**config.mk**
```make
export PLATFORM = sky130hd
export DESIGN_NAME = dcache_mem_responder_flat
export DESIGN_NICKNAME = d
export VERILOG_FILES = /design/src/rtl/dcache_mem_pkg.sv /design/src/rtl/dcache_mem_responder_if.sv /design/src/rtl/dcache_line_buf.sv /design/src/rtl/dcache_mem_responder.sv /design/src/flat_wrapper.sv
export SDC_FILE = /design/constraint.sdc
export NUM_CORES = 1
export LEC_CHECK = 0
export ABC_AREA = 1
export CAP_MARGIN = 20
export CORE_ASPECT_RATIO = 1.5
export CORE_UTILIZATION = 40
export DETAILED_ROUTE_END_ITERATION = 8
export PLACE_DENSITY_LB_ADDON = 0.15
export SLEW_MARGIN = 20
export SYNTH_ARGS = -nofsm -noshare
export SYNTH_HDL_FRONTEND = slang
export SYNTH_HIERARCHICAL = 1
export SYNTH_SLANG_ARGS = --single-unit
```
**constraint.sdc**
```tcl
create_clock -name clk -period 8.3 [get_ports clk]
set_input_delay 0.83 -clock clk [delete_from_list [all_inputs] [get_ports clk]]
set_output_delay 0.83 -clock clk [all_outputs]
set_load 0.005 [all_outputs]
```
**src/rtl/dcache_mem_pkg.sv**
```systemverilog
// Shared definitions for the Dcache memory-side responder.
// Holds the default line geometry, the FSM state encoding and the latched
// request payload.
package dcache_mem_pkg;

    localparam int unsigned OFFSET_WIDTH = 2;
    localparam int unsigned LINE_WORDS   = 1 << OFFSET_WIDTH;
    localparam int unsigned WORD_W       = 32;
    localparam logic [1:0]  SIZE_WORD    = 2'd2;

    typedef enum logic [1:0] {
        IDLE = 2'd0,
        RD   = 2'd1,
        WR   = 2'd2,
        DONE = 2'd3
    } state_e;

    // Request fields captured at acceptance.
    typedef struct packed {
        logic        wr;
        logic        suc;
        logic [1:0]  size;
        logic [3:0]  wstrb;
        logic [31:0] addr;
        logic [31:0] wdata;
    } req_t;

endpackage

```
**src/rtl/dcache_mem_responder_if.sv**
```systemverilog
// Dcache mem port plus the word bus, bundled for the responder.
//  slave  : responder view (takes Dcache request and bus replies, drives the rest)
//  master : environment view (Dcache side and memory side)
interface dcache_mem_responder_if #(
    parameter int unsigned offset_width = dcache_mem_pkg::OFFSET_WIDTH
);
    localparam int unsigned LINE_BITS = 32 << offset_width;

    logic                 dcache_mem_req;
    logic                 dcache_mem_wr;
    logic                 dcache_mem_SUC;
    logic [1:0]           dcache_mem_size;
    logic [3:0]           dcache_mem_wstrb;
    logic [31:0]          addr_dcache_mem;
    logic [31:0]          dout_dcache_mem;
    logic                 mem_dcache_addrOK;
    logic                 mem_dcache_dataOK;
    logic [LINE_BITS-1:0] din_mem_dcache;

    logic                 bus_req;
    logic                 bus_we;
    logic [31:0]          bus_addr;
    logic [31:0]          bus_wdata;
    logic [3:0]           bus_wstrb;
    logic [1:0]           bus_size;
    logic                 bus_gnt;
    logic                 bus_rvalid;
    logic [31:0]          bus_rdata;

    modport slave (
        input  dcache_mem_req, dcache_mem_wr, dcache_mem_SUC, dcache_mem_size,
               dcache_mem_wstrb, addr_dcache_mem, dout_dcache_mem,
               bus_gnt, bus_rvalid, bus_rdata,
        output mem_dcache_addrOK, mem_dcache_dataOK, din_mem_dcache,
               bus_req, bus_we, bus_addr, bus_wdata, bus_wstrb, bus_size
    );

    modport master (
        output dcache_mem_req, dcache_mem_wr, dcache_mem_SUC, dcache_mem_size,
               dcache_mem_wstrb, addr_dcache_mem, dout_dcache_mem,
               bus_gnt, bus_rvalid, bus_rdata,
        input  mem_dcache_addrOK, mem_dcache_dataOK, din_mem_dcache,
               bus_req, bus_we, bus_addr, bus_wdata, bus_wstrb, bus_size
    );

endinterface

```
**src/rtl/dcache_line_buf.sv**
```systemverilog
// Line assembly buffer: LINE_WORDS x 32 registers with per-word write,
// whole-line clear and a flat line output (word i at [32i+31:32i]).
//  clk, rst : clock, async active-high reset (clears the line)
//  clr      : clear every word (takes priority over we)
//  we/widx/wdata : write one word
//  line     : registered flat line
module dcache_line_buf
    import dcache_mem_pkg::*;
#(
    parameter int unsigned offset_width = OFFSET_WIDTH
) (
    input  logic                                   clk,
    input  logic                                   rst,
    input  logic                                   clr,
    input  logic                                   we,
    input  logic [offset_width-1:0]                widx,
    input  logic [WORD_W-1:0]                      wdata,
    output logic [WORD_W*(1 << offset_width)-1:0]  line
);
    localparam int unsigned LINE_W = 1 << offset_width;

    logic [WORD_W-1:0] word_q [LINE_W];

    // Word storage.
    always_ff @(posedge clk or posedge rst) begin
        if (rst) begin
            for (int unsigned i = 0; i < LINE_W; i++) word_q[i] <= '0;
        end else if (clr) begin
            for (int unsigned i = 0; i < LINE_W; i++) word_q[i] <= '0;
        end else if (we) begin
            word_q[widx] <= wdata;
        end
    end

    // Flatten into the line vector.
    for (genvar i = 0; i < LINE_W; i++) begin : g_word
        assign line[WORD_W*i +: WORD_W] = word_q[i];
    end

endmodule

```
**src/rtl/dcache_mem_responder.sv**
```systemverilog
// Memory-side responder for the L1 Dcache mem port. Takes one request at a
// time (line refill, uncached word read or word write), turns it into word
// transactions on an in-order req/gnt/rvalid bus and returns addrOK/dataOK
// and the assembled line.
//  clk, rst : clock, async active-high reset
//  dc       : Dcache request/response and word-bus signals (slave view)
module dcache_mem_responder
    import dcache_mem_pkg::*;
#(
    parameter int unsigned offset_width = OFFSET_WIDTH
) (
    input  logic                   clk,
    input  logic                   rst,
    dcache_mem_responder_if.slave  dc
);
    localparam int unsigned LINE_W = 1 << offset_width;
    localparam int unsigned CNT_W  = offset_width + 1;

    state_e                    state_q, state_d;
    req_t                      req_q;
    logic [CNT_W-1:0]          ic_q, rc_q, total_c;
    logic [31:0]               base_c;
    logic                      accept_c, ic_inc_c, rc_inc_c;
    logic [WORD_W*LINE_W-1:0]  line_c;

    // Uncached reads fetch one aligned word; refills fetch the whole aligned line.
    assign total_c = req_q.suc ? CNT_W'(1) : CNT_W'(LINE_W);
    assign base_c  = req_q.suc ? (req_q.addr & ~32'd3)
                               : (req_q.addr & ~(32'(LINE_W * 4) - 32'd1));

    // Next state, handshake and bus drive.
    always_comb begin
        state_d              = state_q;
        accept_c             = 1'b0;
        ic_inc_c             = 1'b0;
        rc_inc_c             = 1'b0;
        dc.mem_dcache_addrOK = 1'b0;
        dc.mem_dcache_dataOK = 1'b0;
        dc.bus_req           = 1'b0;
        dc.bus_we            = 1'b0;
        dc.bus_addr          = '0;
        dc.bus_wdata         = '0;
        dc.bus_wstrb         = '0;
        dc.bus_size          = '0;
        case (state_q)
            IDLE: begin
                if (dc.dcache_mem_req) begin
                    accept_c             = 1'b1;
                    dc.mem_dcache_addrOK = 1'b1;
                    state_d              = dc.dcache_mem_wr ? WR : RD;
                end
            end
            WR: begin
                dc.bus_req   = 1'b1;
                dc.bus_we    = 1'b1;
                dc.bus_addr  = req_q.addr;
                dc.bus_wdata = req_q.wdata;
                dc.bus_wstrb = req_q.wstrb;
                dc.bus_size  = req_q.size;
                if (dc.bus_gnt) state_d = DONE;
            end
            RD: begin
                // Issue and return sides run independently; both may step together.
                if (ic_q < total_c) begin
                    dc.bus_req  = 1'b1;
                    dc.bus_addr = base_c + (32'(ic_q) << 2);
                    dc.bus_size = req_q.suc ? req_q.size : SIZE_WORD;
                    ic_inc_c    = dc.bus_gnt;
                end
                if (dc.bus_rvalid && (rc_q < total_c)) begin
                    rc_inc_c = 1'b1;
                    if ((rc_q + CNT_W'(1)) == total_c) state_d = DONE;
                end
            end
            DONE: begin
                dc.mem_dcache_dataOK = 1'b1;
                state_d              = IDLE;
            end
            default: state_d = IDLE;
        endcase
    end

    // State, request latch and counters.
    always_ff @(posedge clk or posedge rst) begin
        if (rst) begin
            state_q <= IDLE;
            req_q   <= '0;
            ic_q    <= '0;
            rc_q    <= '0;
        end else begin
            state_q <= state_d;
            if (accept_c) begin
                req_q <= '{wr:    dc.dcache_mem_wr,
                           suc:   dc.dcache_mem_SUC,
                           size:  dc.dcache_mem_size,
                           wstrb: dc.dcache_mem_wstrb,
                           addr:  dc.addr_dcache_mem,
                           wdata: dc.dout_dcache_mem};
                ic_q  <= '0;
                rc_q  <= '0;
            end else begin
                if (ic_inc_c) ic_q <= ic_q + CNT_W'(1);
                if (rc_inc_c) rc_q <= rc_q + CNT_W'(1);
            end
        end
    end

    // Line is cleared when a read is accepted and filled in return order.
    dcache_line_buf #(
        .offset_width (offset_width)
    ) u_line_buf (
        .clk   (clk),
        .rst   (rst),
        .clr   (accept_c & ~dc.dcache_mem_wr),
        .we    (rc_inc_c),
        .widx  (rc_q[offset_width-1:0]),
        .wdata (dc.bus_rdata),
        .line  (line_c)
    );

    assign dc.din_mem_dcache = line_c;

endmodule
```
**src/flat_wrapper.sv**
```systemverilog
// flat-port wrapper written by rule: the top's interface ports become plain ports
module dcache_mem_responder_flat import dcache_mem_pkg::*;
#(
    parameter int unsigned offset_width = OFFSET_WIDTH
)
  (clk, rst, dc_dcache_mem_req, dc_dcache_mem_wr, dc_dcache_mem_SUC, dc_dcache_mem_size, dc_dcache_mem_wstrb, dc_addr_dcache_mem, dc_dout_dcache_mem, dc_bus_gnt, dc_bus_rvalid, dc_bus_rdata, dc_mem_dcache_addrOK, dc_mem_dcache_dataOK, dc_din_mem_dcache, dc_bus_req, dc_bus_we, dc_bus_addr, dc_bus_wdata, dc_bus_wstrb, dc_bus_size);
  dcache_mem_responder_if #(.offset_width(offset_width)) dc_i ();
  input  logic clk;
  input  logic rst;
  input wire logic [$bits(dc_i.dcache_mem_req)-1:0] dc_dcache_mem_req;
  input wire logic [$bits(dc_i.dcache_mem_wr)-1:0] dc_dcache_mem_wr;
  input wire logic [$bits(dc_i.dcache_mem_SUC)-1:0] dc_dcache_mem_SUC;
  input wire logic [$bits(dc_i.dcache_mem_size)-1:0] dc_dcache_mem_size;
  input wire logic [$bits(dc_i.dcache_mem_wstrb)-1:0] dc_dcache_mem_wstrb;
  input wire logic [$bits(dc_i.addr_dcache_mem)-1:0] dc_addr_dcache_mem;
  input wire logic [$bits(dc_i.dout_dcache_mem)-1:0] dc_dout_dcache_mem;
  input wire logic [$bits(dc_i.bus_gnt)-1:0] dc_bus_gnt;
  input wire logic [$bits(dc_i.bus_rvalid)-1:0] dc_bus_rvalid;
  input wire logic [$bits(dc_i.bus_rdata)-1:0] dc_bus_rdata;
  output wire logic [$bits(dc_i.mem_dcache_addrOK)-1:0] dc_mem_dcache_addrOK;
  output wire logic [$bits(dc_i.mem_dcache_dataOK)-1:0] dc_mem_dcache_dataOK;
  output wire logic [$bits(dc_i.din_mem_dcache)-1:0] dc_din_mem_dcache;
  output wire logic [$bits(dc_i.bus_req)-1:0] dc_bus_req;
  output wire logic [$bits(dc_i.bus_we)-1:0] dc_bus_we;
  output wire logic [$bits(dc_i.bus_addr)-1:0] dc_bus_addr;
  output wire logic [$bits(dc_i.bus_wdata)-1:0] dc_bus_wdata;
  output wire logic [$bits(dc_i.bus_wstrb)-1:0] dc_bus_wstrb;
  output wire logic [$bits(dc_i.bus_size)-1:0] dc_bus_size;
  assign dc_i.dcache_mem_req = dc_dcache_mem_req;
  assign dc_i.dcache_mem_wr = dc_dcache_mem_wr;
  assign dc_i.dcache_mem_SUC = dc_dcache_mem_SUC;
  assign dc_i.dcache_mem_size = dc_dcache_mem_size;
  assign dc_i.dcache_mem_wstrb = dc_dcache_mem_wstrb;
  assign dc_i.addr_dcache_mem = dc_addr_dcache_mem;
  assign dc_i.dout_dcache_mem = dc_dout_dcache_mem;
  assign dc_i.bus_gnt = dc_bus_gnt;
  assign dc_i.bus_rvalid = dc_bus_rvalid;
  assign dc_i.bus_rdata = dc_bus_rdata;
  assign dc_mem_dcache_addrOK = dc_i.mem_dcache_addrOK;
  assign dc_mem_dcache_dataOK = dc_i.mem_dcache_dataOK;
  assign dc_din_mem_dcache = dc_i.din_mem_dcache;
  assign dc_bus_req = dc_i.bus_req;
  assign dc_bus_we = dc_i.bus_we;
  assign dc_bus_addr = dc_i.bus_addr;
  assign dc_bus_wdata = dc_i.bus_wdata;
  assign dc_bus_wstrb = dc_i.bus_wstrb;
  assign dc_bus_size = dc_i.bus_size;
  dcache_mem_responder #(.offset_width(offset_width)) u_core (.clk(clk), .rst(rst), .dc(dc_i));
endmodule
```
---- Word level (Yosys, flattened, before mapping) ----
Index checks and enable logic that the tools add are counted.
word-level totals
  register bits ........................... 207
  output and inout port bits .............. 202
operators by class
  add/sub/neg operators ................... 3
  magnitude comparators ................... 4
  equality and inequality tests ........... 8
  multiplexer cells ....................... 34
  bitwise operators ....................... 3
  reduce and logical (&&, ||, !) cells .... 7
operators with widths
  cell                                                                  count
  128-bit two-way mux                                                   2
  128-bit bitwise mux                                                   1
  32-bit two-way mux                                                    3
  32-bit demux with 2-bit select                                        1
  32-bit one-hot mux with 2 select lines                                1
  32-bit by 5-bit adder with 32-bit output                              1
  3-bit two-way mux                                                     5
  2-bit two-way mux                                                     7
  1-bit two-way mux                                                     9
  4-bit two-way mux                                                     2
  2-bit one-hot mux with 4 select lines                                 1
  3-bit by 1-bit adder with 3-bit output, second input constant         2
  3-bit < comparator                                                    2
  2-bit nonzero test                                                    3
  2-bit == test, second input constant                                  2
  2-bit by 1-bit != test with 1-bit output, second input constant       2
  2-bit != test, second input constant                                  2
  2-bit one-hot mux with 2 select lines                                 1
  4-bit AND reduction                                                   1
  3-bit == test                                                         1
  3-bit >= comparator, second input constant                            1
  3-bit by 1-bit < comparator with 1-bit output, second input constant  1
  2-bit NOT with 3-bit output                                           1
  2-bit by 1-bit == test with 1-bit output, second input constant       1
  other kinds (5)                                                       6

---- Longest topological paths before layout ----
Gate-level depths: netlist of the first run.
  word-level depth ........................ 8
  depth in mapped cells ................... 14
  gate-level depth less buffers ........... 14

---- By module ----
Netlist of the first run, hierarchy kept.
modules (own cells, without submodules)
  module                times used  cells each  area an instance (sq um)
  dcache_line_buf       1           635         5307.6
  dcache_mem_responder  1           741         4984.8

---- Worst setup path before layout of the first run ----
Ideal clock, no wire load.
  path kind ............................... register to output
  start point ............................. register u_core/req_q[70] in the netlist's numbering
  end point ............................... output port dc_bus_addr[26]
  arrival time ............................ 1.852 ns
  data required time ...................... 7.470 ns
  slack ................................... 5.618 ns
  cell stages (with the launch flop) ...... 14
  path buffers ............................ 0
  cell sequence ........................... dfrtp_1 > nand2_1 > inv_1 > ha_1 > inv_1 > fa_1 > inv_1 > nand3_1 > nand2_2 > and2_1 > nand2_1 > a21oi_1 > nand2_1 > a21oi_2
on the way
  word-level cells in the longest chain between the ends .. 4
  elaborated cells between the ends (all ways) .. 6
  those cells by class .................... 1 x add/sub; 1 x order compare; 4 x mux
RTL lines
  what                                                                                   RTL line                                                text
  start: declaration                                                                     dcache_mem_responder.sv:20                              req_t req_q;
  start signal: assignment                                                               dcache_mem_responder.sv:93                              req_q <= '{wr: dc.dcache_mem_wr,
  4-bit two-way mux / 3-bit two-way mux (equally long branches)                          dcache_mem_responder.sv:28, dcache_mem_responder.sv:27
  32-bit by 5-bit adder with 32-bit output / 3-bit < comparator (equally long branches)  dcache_mem_responder.sv:66, dcache_mem_responder.sv:64
  32-bit two-way mux (*)                                                                 dcache_mem_responder.sv:64                              if (ic_q < total_c) begin
  32-bit one-hot mux with 2 select lines (*)                                             dcache_mem_responder.sv:45                              case (state_q)
  end: declaration                                                                       flat_wrapper.sv:25                                      output wire logic [$bits(dc_i.bus_addr)-1:0] dc_bus_addr;
Every way passes the cells marked *; elsewhere a longest branch is shown, timed or not.

---- Worst setup path in the final report of the first run ----
  start point ............................. register u_core/req_q[70] in the netlist's numbering
  end point ............................... output port dc_bus_addr[24]
Same word-level chain as after synthesis.

==> metrics.md, run 1 <==
| Metric | Value |
|---|---|
| First-pass GRT wire length | `51.1 mm` |
| Die area | `26400 sq um` |
| Synth cell types | `40` |
| Fin crit share | `50.8%` |
| Remaining Overflow, GRT | `0` |
| Flop pwr share | `36.3%` |
| Largest net degree at the start of global routing | `102` |
| Run status | `completed` |
| Via-per-instance ratio | `4.98` |
| Slew Limit Fails | `0` |
| Root Driver | `clkbuf_16` |
| Crit end category | `output port` |
| Clock transition at the registers of the reported paths | `0.07 ns` |
| Syn_nets | `1499` |
| GRT Util Overall | `24.4%` |
| Least-Margin Pin Slew | `1.06 ns` |
| CP Data Required Time | `7.47 ns` |
| VDD IR-drop max | `0.217 mV` |
| Remaining antenna violation count after routing | `0` |
| H-tree Lvls | `1` |
| Crit Path Class | `reg -> out` |
| EDFF count, synth | `0` |
| CP bufs+invs | `5` |
| #FFs+latches synth | `207` |
| Layout fillers | `2418` |
| Starting Density | `40.9%` |
| Share of cells above drive strength 1 | `5.69%` |
| First DRT Iteration DRCs | `614` |
| Drt pass-1 iters | `5` |
| # port buffers | `310` |
| Hold Crit Class | `reg -> reg` |
| Worst-Skew Late Latency | `0.51 ns` |
| Clock power frac | `24.0%` |
| Psw | `1670 uW` |
| Post-CTS Resized | `0` |
| Vias in the first global route | `9630` |
| Crit-path slowest cell | `clkdlybuf4s50_1` |
| Crit path DAT | `3.38 ns` |
| Area grow syn2layout | `39.9%` |
| Leakage power | `0.00733 uW` |
| Clock tree buffer depth | `3` |
| Gate Count Post-Synth | `1376` |
| Logic pwr share | `39.7%` |
| Cell repeated most along the worst path | `inv_1` |
| Startpoint types | `flop` |
| Mapped cell area | `10300 sq um` |
| TritonCTS clock tree | `done` |
| Setup TNS Final | `0 ns` |
| Chip width | `133 um` |
| Nets@finish | `1778` |
| # DRC | `0` |
| Sequential area share after synthesis | `50.3%` |
| Core Box Area | `25100 sq um` |
| Max Cap Viol | `0` |
| CTS Hold Bufs | `0` |
| Slowest Stage Delay on Critical Path | `0.54 ns` |
| CTS Buf Count | `22` |
| Dpl cell area | `13600 sq um` |
| Most common cell after layout, fill and taps aside | `nand2_1` |
| Vias post-DR | `9955` |
| Synthesis warning total | `6` |
| WL final | `32.2 mm` |
| Top FF cell, synth | `dfrtp_1` |
| Post-DP HPWL | `22.3 mm` |
| Num rows | `71` |
| Post-route cell area | `14400 sq um` |
| Skew final | `0.00786 ns` |
| Worst slew margin | `29.4%` |
| Number of setup buffers added after CTS | `0` |
| Gpl congestion | `0.893` |
| Tmin final | `4.21 ns` |
| Fmax | `237 MHz` |
| Setup violators final | `0` |
| Async S/R FF share, synth | `100%` |
| Die Span Y | `198 um` |
| Initial antenna violation count | `1` |
| Commonest cells after routing, fill and taps aside | `nand2_1, clkdlybuf4s50_1, dfrtp_1` |
| I/O Pins | `311` |
| Pint | `2820 uW` |
| Unrepaired setup endpoints after global routing | `false` |
| Power per Cell Area | `312 nW/um^2` |
| CP top delay family | `simple AND/OR/NAND/NOR gates` |
| CTS Sinks | `207` |
| Crit path cell chain | `nand2_1 -> inv_1 -> ha_1 -> inv_1 -> fa_1 -> inv_1 -> nand3_1 -> nand2_2 -> inv_1 -> nor2_1 -> nand2_1 -> nand2_1 -> nand3_1 -> a21oi_1 -> clkdlybuf4s50_1` |
| Net Sw Frac | `37.2%` |
| Hold Vio Cnt, Final | `0` |
| Syn_area_per_cell | `7.48 sq um` |
| WL/cell | `16.1 um` |
| Crit-path max FO | `8` |
==> logic make-up (layout without fill, tap and decap cells) <==
kind of cell | after synthesis | count (layout) | share of synthesized area [%]
AOI/OAI and AO/OA | 81 | 81 | 4.49
xor gates and xnor gates | 2 | 2 | 0.170
adders and majority gates | 14 | 14 | 1.77
buffers and inverters | 204 | 499 | 8.04
DFF | 207 | 207 | 50.3
other | 0 | 1 | 0
and+or+nand+nor | 868 | 868 | 35.2
==> Yosys cell counts, types with 2 or more instances <==
master / number / area [sq um]
ha_1: 13 / 163
a21oi_1: 26 / 130
a21oi_2: 5 / 43.8
nand4_1: 9 / 56.3
nand2_1: 594 / 2230
nor3_1: 6 / 30.0
clkbuf_1: 20 / 75.1
inv_1: 133 / 499
buf_1: 6 / 22.5
nand3_2: 3 / 30.0
dfrtp_1: 207 / 5180
nor2_1: 68 / 255
xor2_1: 2 / 17.5
o22ai_1: 2 / 12.5
buf_2: 37 / 185
nand3_1: 161 / 806
o21ai_0: 39 / 195
inv_2: 4 / 15.0
nor2_4: 6 / 67.6
nand2_2: 7 / 43.8
buf_4: 2 / 15.0
o21ai_1: 2 / 10.0
nor2_2: 7 / 43.8
==> power by group through the flow <==
stage | clock, uW | sequential [uW] | combinational, uW
after floorplan | 0 | 1580 | 936
after global placement | 0 | 1640 | 1770
after detailed placement | 0 | 1650 | 1800
after CTS | 1100 | 1630 | 1810
after global routing | 1140 | 1680 | 2000
final | 1080 | 1630 | 1780
==> routing by layer <==
metal	global-route usage, %	wire (um)
met3	4.28	2530
met5	0	0
met4	8.39	917
met1	28.9	12100
met2	44.3	16600
==> state kept, by name, indices dropped and copies added (netlist names) <==
register and flops:
u_core/ic_q 3, u_core/rc_q 3, u_core/req_q 71, u_core/state_q 2
u_core/u_line_buf/line 128
==> worst register-to-register path, cell delays in order, from the launching register on <==
cell and delay (ns):
dfrtp_1 0.40, inv_1 0.10, ha_1 0.26, nand2_2 0.08, buf_4 0.51, nor2_2 0.37
inv_4 0.34, buf_4 0.85, nand3_1 0.27, nand2_1 0.11
==> worst paths after layout <==
kind | from | to | slack (ns) | cells past startpoint
setup / recovery | u_core/req_q[70] | dc_bus_addr[24] | 4.09 | 15
min in group asynchronous | rst | u_core/req_q[28] | 0.68 | 2
hold / removal | u_core/req_q[4] | u_core/req_q[4] | 0.48 | 2
setup reg to reg | u_core/state_q[0] | u_core/u_line_buf/line[68] | 4.94 | 9
max in group asynchronous | rst | u_core/u_line_buf/line[36] | 6.06 | 3
hold reg to reg | u_core/req_q[4] | u_core/req_q[4] | 0.48 | 2
==> stage by stage <==
step	hold slack [ns]	setup WS [ns]	cells	power [uW]	util, %
final	0.480	4.09	2000	4490	57.3
after global routing	0.498	3.80	2000	4820	57.3
after CTS	0.483	4.07	1999	4540	57.3
after detailed placement	0.465	4.43	1959	3440	54.1
after global placement	0.463	4.50	1959	3410	54.1
after floorplan	0.449	4.06	1376	2510	-
==> layout make-up <==
type,count,area (sq um),share of cell area [%]
inverter,138,524,3.64
clock inverter,14,203,1.41
tap,328,410,2.85
sequential,207,5180,36.0
timing repair buffer,321,3190,22.1
clock buffer,26,606,4.20
multi-input combinational,965,4290,29.8
antenna,1,2.50,0.0174
(Power assumes the default switching activity.)
==> run 2, diff against run 1 <==
==> constraint.sdc (replaced) <==
create_clock -name clk -period 3.9 [get_ports clk]
set_input_delay 0.39 -clock clk [delete_from_list [all_inputs] [get_ports clk]]
set_output_delay 0.39 -clock clk [all_outputs]
set_load 0.005 [all_outputs]
==> run 2 against run 1 <==
Compared with the run above:
- utilization up 0.30 points
- cell count increased by 0.35%
- register-to-register slack worse by 3.9 ns
- via count shrank 1.5%
- clock skew up 0.0042 ns
- die area unchanged
- combinational power up 120%
- sequential share of layout area decreased by 0.19 points
- clock power rose by 110%
- non-clock buffer count grew 6
- routed wire length decreased by 1.3%
- power increased by 110%
- largest power group unchanged
==> metrics.md, run 2 (synthesized netlist as in run 1, its figures left out) <==
| Metric | Value |
|---|---|
| Skew final | `0.0121 ns` |
| Vias post-DR | `9801` |
| Crit-path max FO | `8` |
| Largest net degree at the start of global routing | `101` |
| WL/cell | `15.8 um` |
| Drt pass-1 iters | `5` |
| Crit path DAT | `3.28 ns` |
| Chip width | `133 um` |
| Post-DP HPWL | `22.3 mm` |
| GRT Util Overall | `24.2%` |
| Initial antenna violation count | `1` |
| Hold Crit Class | `in -> async` |
| Slew Limit Fails | `0` |
| Via-per-instance ratio | `4.88` |
| Nets@finish | `1785` |
| First DRT Iteration DRCs | `546` |
| # port buffers | `310` |
| Remaining antenna violation count after routing | `0` |
| Post-CTS Resized | `0` |
| Cell repeated most along the worst path | `inv_1` |
| Startpoint types | `flop` |
| Gpl congestion | `0.943` |
| Slowest Stage Delay on Critical Path | `0.55 ns` |
| Number of setup buffers added after CTS | `0` |
| Share of cells above drive strength 1 | `5.96%` |
| H-tree Lvls | `1` |
| Fmax | `273 MHz` |
| Root Driver | `clkbuf_16` |
| Crit Path Class | `reg -> out` |
| Area grow syn2layout | `40.7%` |
| Num rows | `71` |
| WL final | `31.8 mm` |
| Hold slack | `0.385 ns` |
| Unrepaired setup endpoints after global routing | `false` |
| Worst slew margin | `30.8%` |
| Clock transition at the registers of the reported paths | `0.06 ns` |
| VDD IR-drop max | `0.472 mV` |
| CTS Sinks | `207` |
| Crit-path slowest cell | `clkdlybuf4s50_1` |
| Run status | `completed` |
| Die Span Y | `198 um` |
| Vias in the first global route | `9555` |
| Tmin final | `3.67 ns` |
| Leakage power | `0.00738 uW` |
| Die area | `26400 sq um` |
| I/O Pins | `311` |
| Starting Density | `40.9%` |
| Least-Margin Pin Slew | `1.04 ns` |
| Crit end category | `output port` |
| First-pass GRT wire length | `50.8 mm` |
| Power per Cell Area | `665 nW/um^2` |
| Commonest cells after routing, fill and taps aside | `nand2_1, clkdlybuf4s50_1, dfrtp_1` |
| Most common cell after layout, fill and taps aside | `nand2_1` |
| Remaining Overflow, GRT | `0` |
| Number of flip-flops in the largest register | `128` |
| Clock tree buffer depth | `3` |
| Max Cap Viol | `0` |
| Fin util | `57.6%` |
| Worst-Skew Late Latency | `0.51 ns` |
| TritonCTS clock tree | `done` |
| Setup violators final | `0` |
| Setup TNS Final | `0 ns` |
| # DRC | `0` |
| Fin crit share | `94.0%` |
| CP Data Required Time | `3.51 ns` |
| Setup WS pre-CTS | `0.798 ns` |
| Final worst setup slack | `0.233 ns` |
| Hold Vio Cnt, Final | `0` |
| CTS Buf Count | `23` |
| Core Box Area | `25100 sq um` |
| Crit path cell chain | `nand2_1 -> inv_1 -> ha_1 -> inv_1 -> fa_1 -> inv_1 -> nand3_1 -> nand2_2 -> nand3_2 -> nor2_4 -> nand4_1 -> a21oi_1 -> clkdlybuf4s50_1` |
| CTS Hold Bufs | `0` |
## run 2: stage by stage
| stage | power [uW] | std cells | cell area, sq um |
|---|---|---|---|
| 3_3_place_gp | 7320 | 1965 | 13700 |
| 2_1_floorplan | 5350 | 1376 | 10300 |
| 4_1_cts | 9730 | 2006 | 14500 |
| 6_report | 9630 | 2007 | 14500 |
| 3_5_place_dp | 7370 | 1965 | 13700 |
| 5_1_grt | 10300 | 2007 | 14500 |
## run 2: final timing paths
kind	start	end	slack, ns	cells past startpoint
min in group clk	dc_dout_dcache_mem[1]	u_core/req_q[1]	0.41	3
setup reg to reg	u_core/req_q[70]	u_core/u_line_buf/line[92]	1.02	9
max in group asynchronous	rst	u_core/u_line_buf/line[41]	2.63	3
hold reg to reg	u_core/req_q[32]	u_core/req_q[32]	0.48	2
setup / recovery	u_core/req_q[70]	dc_bus_addr[22]	0.23	13
hold / removal	rst	u_core/req_q[24]	0.38	2
## run 2: area by class of cell
type                            instances  area (sq um)
Clock inverter                         13           190
Timing Repair Buffer                  327          3260
Fill cell                            2349         10700
Sequential cell                       207          5180
Multi-Input combinational cell        965          4290
Antenna cell                            1          2.50
Clock buffer                           28           624
Inverter                              138           524
Tap cell                              328           410
## run 2: per-layer routing
layer | part of all wire (%) | vias up | GRT usage, %
li1 | - | 4839 | -
met1 | 39 | 4564 | 29.1
met2 | 51 | 343 | 42.4
met3 | 7.1 | 55 | 5.25
met4 | 3.2 | 0 | 8.51
met5 | 0 | - | 0
## run 2: worst max-delay path: cells and delay by family (launching register included)
family | cells | cell delay [ns]
fa+ha+maj | 2 | 0.49
buf+inv | 4 | 0.76
simple gates | 6 | 0.76
compound gates | 1 | 0.28
flops | 1 | 0.47
## run 2: power breakdown
part           leakage, uW  switching [uW]  internal [uW]
Combinational      0.00424            2080           1790
Sequential         0.00274             578           2870
Clock             0.000397             899           1420
Total              0.00738            3560           6070
==> run 3, diff against run 2 <==
==> constraint.sdc (replaced) <==
create_clock -name clk -period 4.3 [get_ports clk]
set_input_delay 0.43 -clock clk [delete_from_list [all_inputs] [get_ports clk]]
set_output_delay 0.43 -clock clk [all_outputs]
set_load 0.005 [all_outputs]
==> run 3 against run 2 <==
Compared with the run above:
- power down 9.9%
- clock skew fell by 0.0068 ns
- via count rose by 0.32%
- flip-flop and latch count unchanged
- routed wire length grew 0.99%
- worst hold slack better by 0.021 ns
- sequential power fell by 9.3%
- critical path type unchanged
==> metrics.md, run 3 (synthesized netlist as in run 1, its figures left out) <==
| Metric | Value |
|---|---|
| Hold slack | `0.406 ns` |
| Clock transition at the registers of the reported paths | `0.06 ns` |
| First DRT Iteration DRCs | `611` |
| Remaining antenna violation count after routing | `0` |
| Least-Margin Pin Slew | `0.930 ns` |
| # port buffers | `310` |
| Post-CTS Resized | `0` |
| Crit Reg-Reg Startpoint | `u_core/req_q[70]` |
| Commonest cells after routing, fill and taps aside | `nand2_1, clkdlybuf4s50_1, dfrtp_1` |
| Cell repeated most along the worst path | `inv_1` |
| Crit Path Class | `reg -> out` |
| Layout fillers | `2386` |
| Multi-input gate area | `4290 sq um` |
| Via-per-instance ratio | `4.91` |
| Max Cap Viol | `0` |
| First-pass GRT wire length | `51.1 mm` |
| CTS Hold Bufs | `0` |
| Worst-Skew Late Latency | `0.50 ns` |
| Hold Crit Class | `in -> async` |
| Starting Density | `40.9%` |
| Core Box Area | `25100 sq um` |
| Most common cell after layout, fill and taps aside | `nand2_1` |
| Crit path DAT | `3.21 ns` |
| Number of flip-flops in the largest register | `128` |
| Worst slew margin | `38.0%` |
| Fmax | `275 MHz` |
| Post-DP HPWL | `22.4 mm` |
| Gpl congestion | `0.892` |
| Startpoint types | `flop` |
| Num rows | `71` |
| CTS Buf Count | `22` |
| Fin crit share | `84.6%` |
| Slowest Stage Delay on Critical Path | `0.52 ns` |
| Unrepaired setup endpoints after global routing | `false` |
| CTS Sinks | `207` |
| Root Driver | `clkbuf_16` |
| Crit-path max FO | `8` |
| VDD IR-drop max | `0.455 mV` |
| # DRC | `0` |
| Final worst setup slack | `0.661 ns` |
| I/O Pins | `311` |
| Nets@finish | `1782` |
| Vias post-DR | `9832` |
| Share of cells above drive strength 1 | `5.79%` |
| Initial antenna violation count | `1` |
| Remaining Overflow, GRT | `0` |
| Setup WS pre-CTS | `1.18 ns` |
| Setup violators final | `0` |
| Leakage power | `0.00735 uW` |
| Run status | `completed` |
| Skew final | `0.00530 ns` |
| WL/cell | `16.0 um` |
| Reg area | `5180 sq um` |
| WL final | `32.1 mm` |
| Tmin final | `3.64 ns` |
| CP bufs+invs | `5` |
| Vias in the first global route | `9527` |
| Chip width | `133 um` |
| Drt pass-1 iters | `5` |
| Power per Cell Area | `602 nW/um^2` |
| Die area | `26400 sq um` |
| Setup TNS Final | `0 ns` |
| Clock tree buffer depth | `3` |
| Crit-path slowest cell | `clkdlybuf4s50_1` |
| Slew Limit Fails | `0` |
| CP top delay family | `simple AND/OR/NAND/NOR gates` |
| GRT Util Overall | `24.4%` |
| Largest net degree at the start of global routing | `93` |
| H-tree Lvls | `1` |
| Crit path cell chain | `nand2_1 -> inv_1 -> ha_1 -> inv_1 -> fa_1 -> inv_1 -> nand3_1 -> nand2_2 -> inv_1 -> nor2_1 -> nand2_1 -> nand2_1 -> nand3_1 -> a21oi_1 -> clkdlybuf4s50_1` |
| CP Data Required Time | `3.87 ns` |
| TritonCTS clock tree | `done` |
| Worst Setup SP | `u_core/req_q[70]` |
| Crit end category | `output port` |
| Number of setup buffers added after CTS | `0` |
| Area grow syn2layout | `40.0%` |
| Hold Vio Cnt, Final | `0` |
| Die Span Y | `198 um` |
==> run 3: cell type report <==
class,instances,area share [%]
flip-flops and latches,207,35.9
clock buffers,27,4.24
diodes,1,0.0174
repair buffers,325,22.3
inverters,138,3.64
clock inverters,13,1.23
well taps,328,2.85
multi-input cells,965,29.8
==> run 3: final timing paths <==
path / end / slack, ns / cells after the start
min in group clk: u_core/req_q[65] / 0.46 / 3
max in group asynchronous: u_core/req_q[54] / 2.82 / 3
setup reg to reg: u_core/u_line_buf/line[60] / 1.38 / 9
hold / removal: u_core/u_line_buf/line[95] / 0.41 / 2
setup / recovery: dc_bus_addr[24] / 0.66 / 15
hold reg to reg: u_core/req_q[6] / 0.48 / 2
==> run 3: per-stage QoR <==
step / utilization [%] / instance area (sq um) / power (uW) / cells
final: 57.3 / 14400 / 8680 / 2004
after global routing: 57.3 / 14400 / 9310 / 2004
after CTS: 57.3 / 14400 / 8780 / 2003
after detailed placement: 54.2 / 13600 / 6670 / 1963
after global placement: 54.2 / 13600 / 6620 / 1963
after floorplan: - / 10300 / 4850 / 1376
==> run 3: power by group <==
| group | switching [uW] | total, uW | internal [uW] |
|---|---|---|---|
| logic | 1880 | 3490 | 1610 |
| registers | 527 | 3130 | 2600 |
| clock network | 802 | 2060 | 1260 |
| total | 3210 | 8680 | 5470 |
==> run 3: per-layer routing <==
metal | up-vias | wire length (um) | track usage (%)
li1 | 4829 | - | -
met1 | 4590 | 12500 | 29.4
met2 | 357 | 16300 | 43.2
met3 | 56 | 2260 | 4.41
met4 | 0 | 1020 | 8.94
met5 | - | 0 | 0
